===== config.mk =====
export PLATFORM = sky130hd
export DESIGN_NAME = adc128s022_emulator
export DESIGN_NICKNAME = d
export VERILOG_FILES = /design/src/rtl/adc128s022_emulator.sv
export SDC_FILE = /design/constraint.sdc
export NUM_CORES = 1
export LEC_CHECK = 0
export ABC_AREA = 1
export CAP_MARGIN = 20
export CELL_PAD_IN_SITES_DETAIL_PLACEMENT = 0
export CELL_PAD_IN_SITES_GLOBAL_PLACEMENT = 1
export CORE_MARGIN = 3
export CORE_UTILIZATION = 31
export CTS_BUF_LIST = sky130_fd_sc_hd__clkbuf_2
export CTS_CLUSTER_DIAMETER = 200
export CTS_CLUSTER_SIZE = 16
export DETAILED_ROUTE_END_ITERATION = 16
export HOLD_SLACK_MARGIN = 0.12
export PLACE_DENSITY_LB_ADDON = 0.1
export SLEW_MARGIN = 15
export SYNTH_ARGS = -nofsm -noshare
export SYNTH_HDL_FRONTEND = slang
export SYNTH_SLANG_ARGS = --single-unit
export TNS_END_PERCENT = 30

===== constraint.sdc =====
create_clock -name clk_in -period 3.2 [get_ports clk_in]
set_input_delay 0.64 -clock clk_in [delete_from_list [all_inputs] [get_ports clk_in]]
set_output_delay 0.64 -clock clk_in [all_outputs]
set_load 0.005 [all_outputs]

===== src/rtl/adc128s022_emulator.sv =====
`timescale 1ns/1ps
// adc128s022_emulator
// Pin-level responder for the ADC128S022 serial interface. Oversamples
// ADC_SCLK/ADC_CS_N/ADC_SADDR on clk_in, decodes the 3-bit channel address
// from SCLK rising edges 3..5 and shifts out {4'b0, sample} MSB first on
// SCLK falling edges.
//
// Ports:
//   clk_in      system clock (rising edge)
//   reset       asynchronous active-high reset
//   ADC_SCLK    serial clock from initiator (idles high)
//   ADC_CS_N    active-low frame select
//   ADC_SADDR   serial address input, captured on SCLK rising edges
//   ch_data     8 x 12-bit channel samples, channel n at [12n+11:12n]
//   ADC_SDAT    serial data out, MSB first
//   sdat_oe     high while a frame is active
//   cur_addr    channel converted in the next frame
//   frame_done  one-cycle pulse on a complete frame
//   frame_err   one-cycle pulse on an early CS_N rise
//   frame_cnt   valid-frame counter (0 unless ADC_EMU_STATS_EN)
//   err_cnt     aborted-frame counter (0 unless ADC_EMU_STATS_EN)
//
// Optional feature macro: ADC_EMU_STATS_EN enables frame_cnt/err_cnt.
module adc128s022_emulator #(
    parameter int unsigned SYNC_STAGES = 2,
    parameter int unsigned FRAME_BITS  = 16
) (
    input  logic        clk_in,
    input  logic        reset,
    input  logic        ADC_SCLK,
    input  logic        ADC_CS_N,
    input  logic        ADC_SADDR,
    input  logic [95:0] ch_data,
    output logic        ADC_SDAT,
    output logic        sdat_oe,
    output logic [2:0]  cur_addr,
    output logic        frame_done,
    output logic        frame_err,
    output logic [15:0] frame_cnt,
    output logic [7:0]  err_cnt
);

    localparam int unsigned SAMPLE_W   = 12;
    localparam int unsigned NUM_CH     = 8;
    localparam int unsigned ADDR_W     = 3;
    localparam int unsigned PAD_W      = FRAME_BITS - SAMPLE_W;
    localparam int unsigned CNT_W      = $clog2(FRAME_BITS + 1);
    localparam int unsigned FLUSH      = SYNC_STAGES + 1;
    localparam int unsigned FLUSH_W    = $clog2(FLUSH + 1);
    // rise count seen before the edges carrying ADD2..ADD0 (edges 3..5)
    localparam int unsigned ADDR_FIRST = 2;
    localparam int unsigned ADDR_LAST  = 4;

    typedef enum logic [1:0] {
        S_IDLE,
        S_ACTIVE,
        S_WAIT_HIGH
    } state_t;

    // Input synchronizers plus one delay flop for edge detection
    logic [SYNC_STAGES-1:0] r_sclk_sync;
    logic [SYNC_STAGES-1:0] r_cs_sync;
    logic [SYNC_STAGES-1:0] r_saddr_sync;
    logic                   r_sclk_d;
    logic                   r_cs_d;

    always_ff @(posedge clk_in or posedge reset) begin
        if (reset) begin
            r_sclk_sync  <= '1;
            r_cs_sync    <= '1;
            r_saddr_sync <= '0;
            r_sclk_d     <= 1'b1;
            r_cs_d       <= 1'b1;
        end else begin
            r_sclk_sync  <= {r_sclk_sync[SYNC_STAGES-2:0], ADC_SCLK};
            r_cs_sync    <= {r_cs_sync[SYNC_STAGES-2:0], ADC_CS_N};
            r_saddr_sync <= {r_saddr_sync[SYNC_STAGES-2:0], ADC_SADDR};
            r_sclk_d     <= r_sclk_sync[SYNC_STAGES-1];
            r_cs_d       <= r_cs_sync[SYNC_STAGES-1];
        end
    end

    logic w_sclk, w_cs, w_saddr;
    logic w_sclk_rise, w_sclk_fall, w_cs_rise, w_cs_fall;

    assign w_sclk      = r_sclk_sync[SYNC_STAGES-1];
    assign w_cs        = r_cs_sync[SYNC_STAGES-1];
    assign w_saddr     = r_saddr_sync[SYNC_STAGES-1];
    assign w_sclk_rise = w_sclk & ~r_sclk_d;
    assign w_sclk_fall = ~w_sclk & r_sclk_d;
    assign w_cs_rise   = w_cs & ~r_cs_d;
    assign w_cs_fall   = ~w_cs & r_cs_d;

    // Frame state
    state_t                r_state,    w_state_nxt;
    logic [FRAME_BITS-1:0] r_shift,    w_shift_nxt;
    logic [ADDR_W-1:0]     r_din,      w_din_nxt;
    logic [CNT_W-1:0]      r_rise_cnt, w_rise_cnt_nxt;
    logic [ADDR_W-1:0]     r_cur_addr, w_cur_addr_nxt;
    logic                  r_oe,       w_oe_nxt;
    logic                  r_done,     w_done_nxt;
    logic                  r_err,      w_err_nxt;
    logic [FLUSH_W-1:0]    r_flush,    w_flush_nxt;
    logic [SAMPLE_W-1:0]   w_sample;

    // Sample of the currently addressed channel
    always_comb begin
        w_sample = '0;
        for (int unsigned i = 0; i < NUM_CH; i++) begin
            if (r_cur_addr == ADDR_W'(i)) begin
                w_sample = ch_data[i*SAMPLE_W +: SAMPLE_W];
            end
        end
    end

    // State and datapath registers; reset parks in WAIT_HIGH until the
    // synchronizers have flushed so a CS_N held low is not seen as a fall
    always_ff @(posedge clk_in or posedge reset) begin
        if (reset) begin
            r_state    <= S_WAIT_HIGH;
            r_shift    <= '0;
            r_din      <= '0;
            r_rise_cnt <= '0;
            r_cur_addr <= '0;
            r_oe       <= 1'b0;
            r_done     <= 1'b0;
            r_err      <= 1'b0;
            r_flush    <= '0;
        end else begin
            r_state    <= w_state_nxt;
            r_shift    <= w_shift_nxt;
            r_din      <= w_din_nxt;
            r_rise_cnt <= w_rise_cnt_nxt;
            r_cur_addr <= w_cur_addr_nxt;
            r_oe       <= w_oe_nxt;
            r_done     <= w_done_nxt;
            r_err      <= w_err_nxt;
            r_flush    <= w_flush_nxt;
        end
    end

    // Next-state logic; CS_N rise outranks any SCLK edge in the same cycle
    always_comb begin
        w_state_nxt    = r_state;
        w_shift_nxt    = r_shift;
        w_din_nxt      = r_din;
        w_rise_cnt_nxt = r_rise_cnt;
        w_cur_addr_nxt = r_cur_addr;
        w_oe_nxt       = r_oe;
        w_done_nxt     = 1'b0;
        w_err_nxt      = 1'b0;
        w_flush_nxt    = (r_flush < FLUSH_W'(FLUSH)) ? r_flush + FLUSH_W'(1) : r_flush;

        case (r_state)
            S_WAIT_HIGH: begin
                if ((r_flush == FLUSH_W'(FLUSH)) && w_cs) begin
                    w_state_nxt = S_IDLE;
                end
            end
            S_IDLE: begin
                if (w_cs_fall) begin
                    w_shift_nxt    = {PAD_W'(0), w_sample};
                    w_din_nxt      = '0;
                    w_rise_cnt_nxt = '0;
                    w_oe_nxt       = 1'b1;
                    w_state_nxt    = S_ACTIVE;
                end
            end
            S_ACTIVE: begin
                if (w_cs_rise) begin
                    if (r_rise_cnt == CNT_W'(FRAME_BITS)) begin
                        w_done_nxt     = 1'b1;
                        w_cur_addr_nxt = r_din;
                    end else begin
                        w_err_nxt = 1'b1;
                    end
                    w_oe_nxt    = 1'b0;
                    w_shift_nxt = '0;
                    w_state_nxt = S_IDLE;
                end else if (w_sclk_rise) begin
                    if (r_rise_cnt < CNT_W'(FRAME_BITS)) begin
                        // only edges 3..5 carry the address
                        if ((r_rise_cnt >= CNT_W'(ADDR_FIRST)) &&
                            (r_rise_cnt <= CNT_W'(ADDR_LAST))) begin
                            w_din_nxt = {r_din[ADDR_W-2:0], w_saddr};
                        end
                        w_rise_cnt_nxt = r_rise_cnt + CNT_W'(1);
                    end
                end else if (w_sclk_fall) begin
                    w_shift_nxt = {r_shift[FRAME_BITS-2:0], 1'b0};
                end
            end
            default: begin
                w_state_nxt = S_IDLE;
            end
        endcase
    end

    assign ADC_SDAT   = r_shift[FRAME_BITS-1];
    assign sdat_oe    = r_oe;
    assign cur_addr   = r_cur_addr;
    assign frame_done = r_done;
    assign frame_err  = r_err;

`ifdef ADC_EMU_STATS_EN
    logic [15:0] r_frame_cnt;
    logic [7:0]  r_err_cnt;

    // Counters move in the same cycle as their pulse
    always_ff @(posedge clk_in or posedge reset) begin
        if (reset) begin
            r_frame_cnt <= '0;
            r_err_cnt   <= '0;
        end else begin
            if (w_done_nxt) begin
                r_frame_cnt <= r_frame_cnt + 16'd1;
            end
            if (w_err_nxt) begin
                r_err_cnt <= r_err_cnt + 8'd1;
            end
        end
    end

    assign frame_cnt = r_frame_cnt;
    assign err_cnt   = r_err_cnt;
`else
    assign frame_cnt = '0;
    assign err_cnt   = '0;
`endif

endmodule


Word level (Yosys, flattened, before mapping)
Index checks and enable logic that the tools add are counted. Widths: inputs -> output; s select.

Add/subtract/negate cells: 2. Order comparisons: 4. Eq/ne operators: 20. Multiplexer cells: 37. Bitwise operators: 8. Reductions and logical operators: 11.

Operators by type and width (number): $mux 12 (8); $mux 16 (4); $pmux 16 s2 (1); $mux 5 (4); $mux 3 (5); $ne 2x2->1 const B (7); $eq 3x3->1 const B (4); $pmux 5 s2 (1); $reduce_and 3->1 (3); $mux 1 (8); $eq 3x2->1 const B (2); $mux 2 (3); $ne 3x3->1 const B (2); $pmux 2 s3 (1); $pmux 3 s2 (1); $reduce_and 6->1 (1); $add 5x1->5 const B (1); $eq 5x5->1 const B (1); $ge 5x2->1 const B (1); $le 5x3->1 const B (1); $lt 5x5->1 const B (1); $reduce_and 5->1 (1); $and 1x1->1 (4); $eq 2x2->1 const B (2); 11 further kinds (15).

Register bits after elaboration: 42. Output and inout bits: 31. Word-level logic and storage cells: 96.

Logic depth before layout (Yosys ltp)
Gate-level depths: netlist of run 1.

Word-level depth: 11. Gate-level depth with buffers: 9. Mapped depth without buffers: 8.

Worst setup path after synthesis of run 1
No wires, ideal clock.

Kind: register to register. From: register r_cs_d. To: register r_shift[2]. Library setup time: 0.121 ns. Data arrival time: 1.381 ns. Required time: 3.079 ns. Path slack: 1.698 ns. Cell stages (with the launch flop): 9. Path buffers: 1. Clock period less this slack: 1.502 ns. Path through: dfstp_2 > inv_1 > nor2_1 > o21ai_2 > a31oi_4 > inv_4 > buf_6 > a21oi_2 > a21oi_1.

Longest elaborated chain between the ends: 4.

Ends and longest elaborated chain: from (decl) (line 65) `logic r_cs_d;`; from (signal assigned) (line 79) `r_cs_d <= r_cs_sync[SYNC_STAGES-1];`; $not 1->1 (line 91) `assign w_cs_rise = w_cs & ~r_cs_d;`; $and 1x1->1 (line 91); $ne 3x3->1 (no line) or $mux 16 (tied branches); $reduce_and 4->1 (no line) or $pmux 16 s2 (tied branches); to (signal assigned) (line 131) `r_shift <= w_shift_nxt;`; to (decl) (line 96) `logic [FRAME_BITS-1:0] r_shift, w_shift_nxt;`.

Parallel ways exist; a longest one is shown, timed or not. A chain may end at the register's enable or synchronous reset.

Worst setup path in the final report of run 1
From: register r_cur_addr[1], in the netlist cur_addr[1]. To: output port cur_addr[1].

RTL lines: from (decl) (line 99) `logic [ADDR_W-1:0] r_cur_addr, w_cur_addr_nxt;`; from (signal assigned) (line 134) `r_cur_addr <= w_cur_addr_nxt;`; to (decl) (line 36) `output logic [2:0] cur_addr,`.

No word-level cell between the ends.

==> flow_summary.toml, run 1 <==
[clocking]
cts-root-buf = "clkbuf_2"
post_cts_resized = 0
clockBufferDepth = 2
clk_latency_ns = 0.41
cts_sinks = 42
cts-buffers-inserted = 5
cts_tree = "yes"
h-tree-depth = 2
clk_pin_slew_ns = 0.25
hold_buffers = 0
post_cts_buffers = 0

[worst_setup_path]
crit_slowest_cell = "dfrtp_1"
crit_chain = "clkdlybuf4s50_1"
cp_data_arrival_time_ns = 1.76
r2r_end = "r_shift[4]$_DFFE_PP0P_"
cp_top_family = "flip-flops"
cp_num_buf_inv = 1
rrSetupSlack_ns = 1.17
worst_setup_path_end_kind = "output pin"
rr_startpoint = "cur_addr[1]$_DFFE_PP0P_"
crit_path_start_kind = "flip-flop"
worstRegToRegCells = 6
cpPeakStageDelay_ns = 0.75
path_class = "reg2out"
crit_required_ns = 2.56
path_depth = 1
cp_max_fo = 11

[place]
hpwl_um = 6770
pre_cts_ws_ns = 1.21
postPlaceCellArea_mm2 = 0.00383
dp.cells = 580
port-buffer-count = 107
place.gp.congestion = 0.816

[global_routing]
grt_overflow = 0
gr-usage-met3_pct = 3.18
grt.total_usage_pct = 17.5
grt_pass1_wl_um = 14100
grt_use_met1_pct = 22.8
grt_pass1_vias = 2746
grt_max_degree = 43
met2_usage_pct = 30.6
grt_most_used_layer = "met2"
antenna_found_initial = 0

[yosys]
synth.distinct_cells = 38
synth.top_cells.by_count = "88 x nand2_1, 58 x nor2_1, 35 x dfrtp_1"
ys_async_sr_fraction_pct = 100
synth_area_leaders = "dfrtp_1 31%, nand2_1 12%, buf_4 8.3%, nor2_1 7.8%, dfstp_2 6.6%"
yosysTopAreaCell = "dfrtp_1"
synth_edf_count = 0
synthCells = 376
syn_avg_cell_area_um2 = 7.43
yosysMostFrequentCell = "nand2_1"
syn_area_mm2 = 0.00280
yosys_warnings = 0
synthFlopType = "dfrtp_1"
ys_seq_area_share_pct = 37.9
yosysTopAreaCellShare_pct = 31.3
ys_ff_latch = 42

[job]
cap_violations = 0

[pwr]
power_density_mw_per_mm2 = 481
ir_drop_mv = 0.265
leakage_uw = 0.00169

[timing]
skew_ns = 0.0398
rsz0062_at_grt = "no"
finalHoldViolCount = 0
finalSetupViolCount = 0
worst_pin_slew_ns = 0.735
slew_violations = 0
post-route-period-util_pct = 74.9
clock.fmax_mhz = 417
relSlewSlack_pct = 50.7
min_period_ns = 2.40
setup_ws_ns = 0.803
tns_ns = 0

[outcome]
status = "finished clean"

[min_path]
min_path_cells = 0
min_to = "r_cs_sync[1]$_DFF_PP1_"
hold_start = "r_cs_sync[0]$_DFF_PP1_"
hp-class = "reg2reg"

[layout]
nets = 583
final_util_pct = 44.9
antenna_cells = 0
area_growth_pct = 40.2
fin_area_mm2 = 0.00392
layout-drive-gt1-share_pct = 8.75
finalNonFillerCells = 588

[routing]
vias = 2733
antenna_left = 0
route.detailed.drc = 0
wire_per_inst_um = 14.6
wirelength_um = 8590
drtIter0Drc = 139
via_per_inst = 4.65
first_pass_iters = 4

[floorplanning]
fp-row-count = 34
io_pins = 132
die_height_um = 101
start_util_pct = 32.1
die-area_mm2 = 0.0102
die_w_um = 101
core_mm2 = 0.00872
-- logic make-up after synthesis --
| kind of cell | count (synthesis) | share of synthesized area, % |
|---|---|---|
| simple gates | 203 | 33.5 |
| buf+inv | 71 | 14.5 |
| compound gates | 54 | 11.9 |
| flops | 42 | 37.9 |
| fa+ha+maj | 3 | 1.34 |
| other cells | 1 | 0.134 |
| xor+xnor | 1 | 0.313 |
| mux | 1 | 0.403 |
-- worst max path at each step --
| stage | from | end | slack [ns] |
|---|---|---|---|
| floorplan | reset | cur_addr[0]$_DFFE_PP0P_ | 1.60 |
| global placement | cur_addr[1]$_DFFE_PP0P_ | r_shift[11]$_DFFE_PP0P_ | 1.23 |
| detailed placement | cur_addr[1]$_DFFE_PP0P_ | r_shift[4]$_DFFE_PP0P_ | 1.21 |
| CTS | cur_addr[1]$_DFFE_PP0P_ | cur_addr[1] | 0.77 |
| global route | cur_addr[1]$_DFFE_PP0P_ | cur_addr[1] | 0.68 |
| finish | cur_addr[1]$_DFFE_PP0P_ | cur_addr[1] | 0.80 |
-- routing by layer --
| layer | part of all wire (%) | routed length [um] |
|---|---|---|
| met5 | 0 | 0 |
| met4 | 0.64 | 55 |
| met3 | 5.5 | 474 |
| met2 | 50 | 4290 |
| met1 | 44 | 3770 |
-- layout by cell type (no fill, tap or decap), drive strengths merged --
| cell type | n |
|---|---|
| mux2 | 1 |
| clkbuf | 5 |
| dfstp | 7 |
| xnor2 | 1 |
| o21ai | 14 |
| nand4 | 21 |
| a31oi | 1 |
| nand2 | 90 |
| dfrtp | 35 |
| a211oi | 1 |
| conb | 24 |
| clkinv | 2 |
| a21oi | 34 |
| nor2 | 60 |
| inv | 35 |
| o31ai | 1 |
| ha | 3 |
| o21a | 1 |
| bufinv | 2 |
| clkdlybuf4s50 | 107 |
| nor4 | 1 |
| o22ai | 1 |
| a32o | 1 |
| nor3 | 8 |
| buf | 1 |
| nand3 | 23 |
-- final cells by class --
cell class,instances,area (um2)
Sequential cell,42,1060
Fill cell,901,4800
Multi-Input combinational cell,286,1420
Timing Repair Buffer,108,1080
Tap cell,108,135
Clock buffer,5,25.0
Inverter,36,143
Clock inverter,3,63.8
-- per-stage QoR --
| stage | hold WS (ns) | total power [uW] |
|---|---|---|
| after global placement | 0.331 | 1510 |
| after CTS | 0.329 | 1910 |
| after global routing | 0.331 | 2050 |
| after floorplan | 0.331 | 1280 |
| final | 0.322 | 1880 |
| after detailed placement | 0.347 | 1510 |
-- report_power, final --
part | total (uW) | internal, uW | switching (uW)
Combinational | 729 | 316 | 413
Sequential | 767 | 672 | 95.2
Clock | 387 | 208 | 179
-- sequential cells by signal (all words and copies together) (netlist names), 2 cells and up --
name / count
r_din: 3
r_state: 2
r_rise_cnt: 5
r_cs_sync: 2
r_shift: 16
cur_addr: 3
r_saddr_sync: 2
r_sclk_sync: 2
r_flush: 2
(Power assumes the default switching activity.)
==> inputs of run 2 (changes only) <==
--- a/config.mk
+++ b/config.mk
@@ -10,7 +10,7 @@
 export CELL_PAD_IN_SITES_DETAIL_PLACEMENT = 0
 export CELL_PAD_IN_SITES_GLOBAL_PLACEMENT = 1
 export CORE_MARGIN = 3
-export CORE_UTILIZATION = 31
+export CORE_UTILIZATION = 29
 export CTS_BUF_LIST = sky130_fd_sc_hd__clkbuf_2
 export CTS_CLUSTER_DIAMETER = 200
 export CTS_CLUSTER_SIZE = 16
==> constraint.sdc (replaced) <==
create_clock -name clk_in -period 2.5 [get_ports clk_in]
set_input_delay 0.5 -clock clk_in [delete_from_list [all_inputs] [get_ports clk_in]]
set_output_delay 0.5 -clock clk_in [all_outputs]
set_load 0.005 [all_outputs]
==> run 2 against run 1 <==
Largest cell class unchanged. Global-route usage fell by 1.0 points. Critical path type unchanged. Final area barely moved. Clock skew fell by 0.023 ns. Die area rose by 6.5%. Sequential share of layout area barely moved. Critical path depth did not move. Via count rose by 0.55%. Wire length rose by 4.8%. Power rose by 18%. Clock-buffer cell count did not move. Critical endpoint unchanged.
==> flow_summary.toml, run 2 (synthesis gave the netlist of run 1 again) <==
[outcome]
status = "finished clean"

[global_routing]
grt_max_degree = 43
grt_overflow = 0
grt_pass1_wl_um = 14400
grt.total_usage_pct = 16.5
grt_pass1_vias = 2681
antenna_found_initial = 1

[floorplanning]
die-area_mm2 = 0.0109
core_mm2 = 0.00928
die_w_um = 104
io_pins = 132
start_util_pct = 30.1
die_height_um = 104
fp-row-count = 35

[layout]
layout-drive-gt1-share_pct = 9.32
top_register = "r_shift"
final_util_pct = 42.3
final_cell_mix = "107 x clkdlybuf4s50_1, 88 x nand2_1, 58 x nor2_1"
top_regs = "r_shift: 16 flops, r_rise_cnt: 5 flops"
largest_reg_flops = 16
nets = 586
area_growth_pct = 40.4
layout_commonest_cell = "clkdlybuf4s50_1"

[worst_setup_path]
crit_chain = "clkdlybuf4s50_1"
crit_slowest_cell = "dfrtp_1"
cp_top_family = "flip-flops"
rr_startpoint = "cur_addr[0]$_DFFE_PP0P_"
cpPeakStageDelay_ns = 0.74
crit_path_start_kind = "flip-flop"
path_depth = 1
crit_required_ns = 2.00
r2r_end = "r_shift[0]$_DFFE_PP0P_"
cp_max_fo = 11
rrSetupSlack_ns = 0.47
worstRegToRegCells = 7
cp_data_arrival_time_ns = 1.76
worst_setup_path_end_kind = "output pin"
cp_num_buf_inv = 1
path_class = "reg2out"

[min_path]
min_to = "r_cs_sync[1]$_DFF_PP1_"
hp-class = "reg2reg"
hold_start = "r_cs_sync[0]$_DFF_PP1_"
min_path_cells = 0

[timing]
relSlewSlack_pct = 63.4
tns_ns = 0
min_period_ns = 2.26
finalHoldViolCount = 0
worst_hold_slack_ns = 0.372
slew_violations = 0
clock.fmax_mhz = 443
rsz0062_at_grt = "no"
finalSetupViolCount = 0
post-route-period-util_pct = 90.3
worst_pin_slew_ns = 0.548
skew_ns = 0.0163

[pwr]
power_density_mw_per_mm2 = 564
leakage_uw = 0.00168
ir_drop_mv = 0.288

[clocking]
cts_sinks = 42
post_cts_buffers = 0
hold_buffers = 0
clk_pin_slew_ns = 0.22
cts_tree = "yes"
cts-root-buf = "clkbuf_2"
h-tree-depth = 2
clk_latency_ns = 0.41
cts-buffers-inserted = 5
clockBufferDepth = 2
post_cts_resized = 0

[place]
hpwl_um = 7010
place.gp.congestion = 0.771
port-buffer-count = 107

[job]
cap_violations = 0

[routing]
vias = 2748
wirelength_um = 9000
first_pass_iters = 4
drtIter0Drc = 88
wire_per_inst_um = 14.7
via_per_inst = 4.48
antenna_left = 0
route.detailed.drc = 0
run 2: layer usage:
metal / routed length (um) / global-route usage [%] / vias up / part of all wire (%)
li1: - / - / 1400 / -
met1: 4100 / 22.9 / 1258 / 46
met2: 4430 / 26.7 / 81 / 49
met3: 391 / 3.04 / 9 / 4.3
met4: 80 / 3.70 / 0 / 0.89
met5: 0 / 0 / - / 0
run 2: through the flow:
stage	total power [uW]	instances	instance area, um2	worst slack [ns]
finish	2210	613	3920	0.243
global route	2420	613	3920	0.108
CTS	2250	612	3920	0.212
detailed placement	1940	604	3880	0.516
global placement	1930	604	3880	0.555
floorplan	1640	399	2880	0.998
run 2: area by class of cell:
type | instances | area (um2)
sequential | 42 | 1060
multi-input combinational | 286 | 1420
timing repair buffer | 111 | 1100
fill | 989 | 5360
inverter | 36 | 143
antenna | 1 | 2.50
clock inverter | 3 | 16.3
clock buffer | 5 | 25.0
tap | 129 | 161
run 2: where the power goes:
group / total [uW] / switching [uW] / leakage (uW) / internal (uW)
registers: 978 / 118 / 0.000507 / 860
logic: 942 / 527 / 0.00115 / 415
clock network: 294 / 230 / 0.0000264 / 63.8
total: 2210 / 875 / 0.00168 / 1340
run 2: worst max-delay path by stage:
| stage | startpoint | endpoint | slack (ns) |
|---|---|---|---|
| floorplan | r_cs_d$_DFF_PP1_ | r_shift[2]$_DFFE_PP0P_ | 1.0 |
| global placement | cur_addr[0]$_DFFE_PP0P_ | r_shift[0]$_DFFE_PP0P_ | 0.55 |
| detailed placement | cur_addr[0]$_DFFE_PP0P_ | r_shift[0]$_DFFE_PP0P_ | 0.52 |
| CTS | cur_addr[1]$_DFFE_PP0P_ | cur_addr[1] | 0.21 |
| global route | cur_addr[1]$_DFFE_PP0P_ | cur_addr[1] | 0.11 |
| finish | cur_addr[1]$_DFFE_PP0P_ | cur_addr[1] | 0.24 |
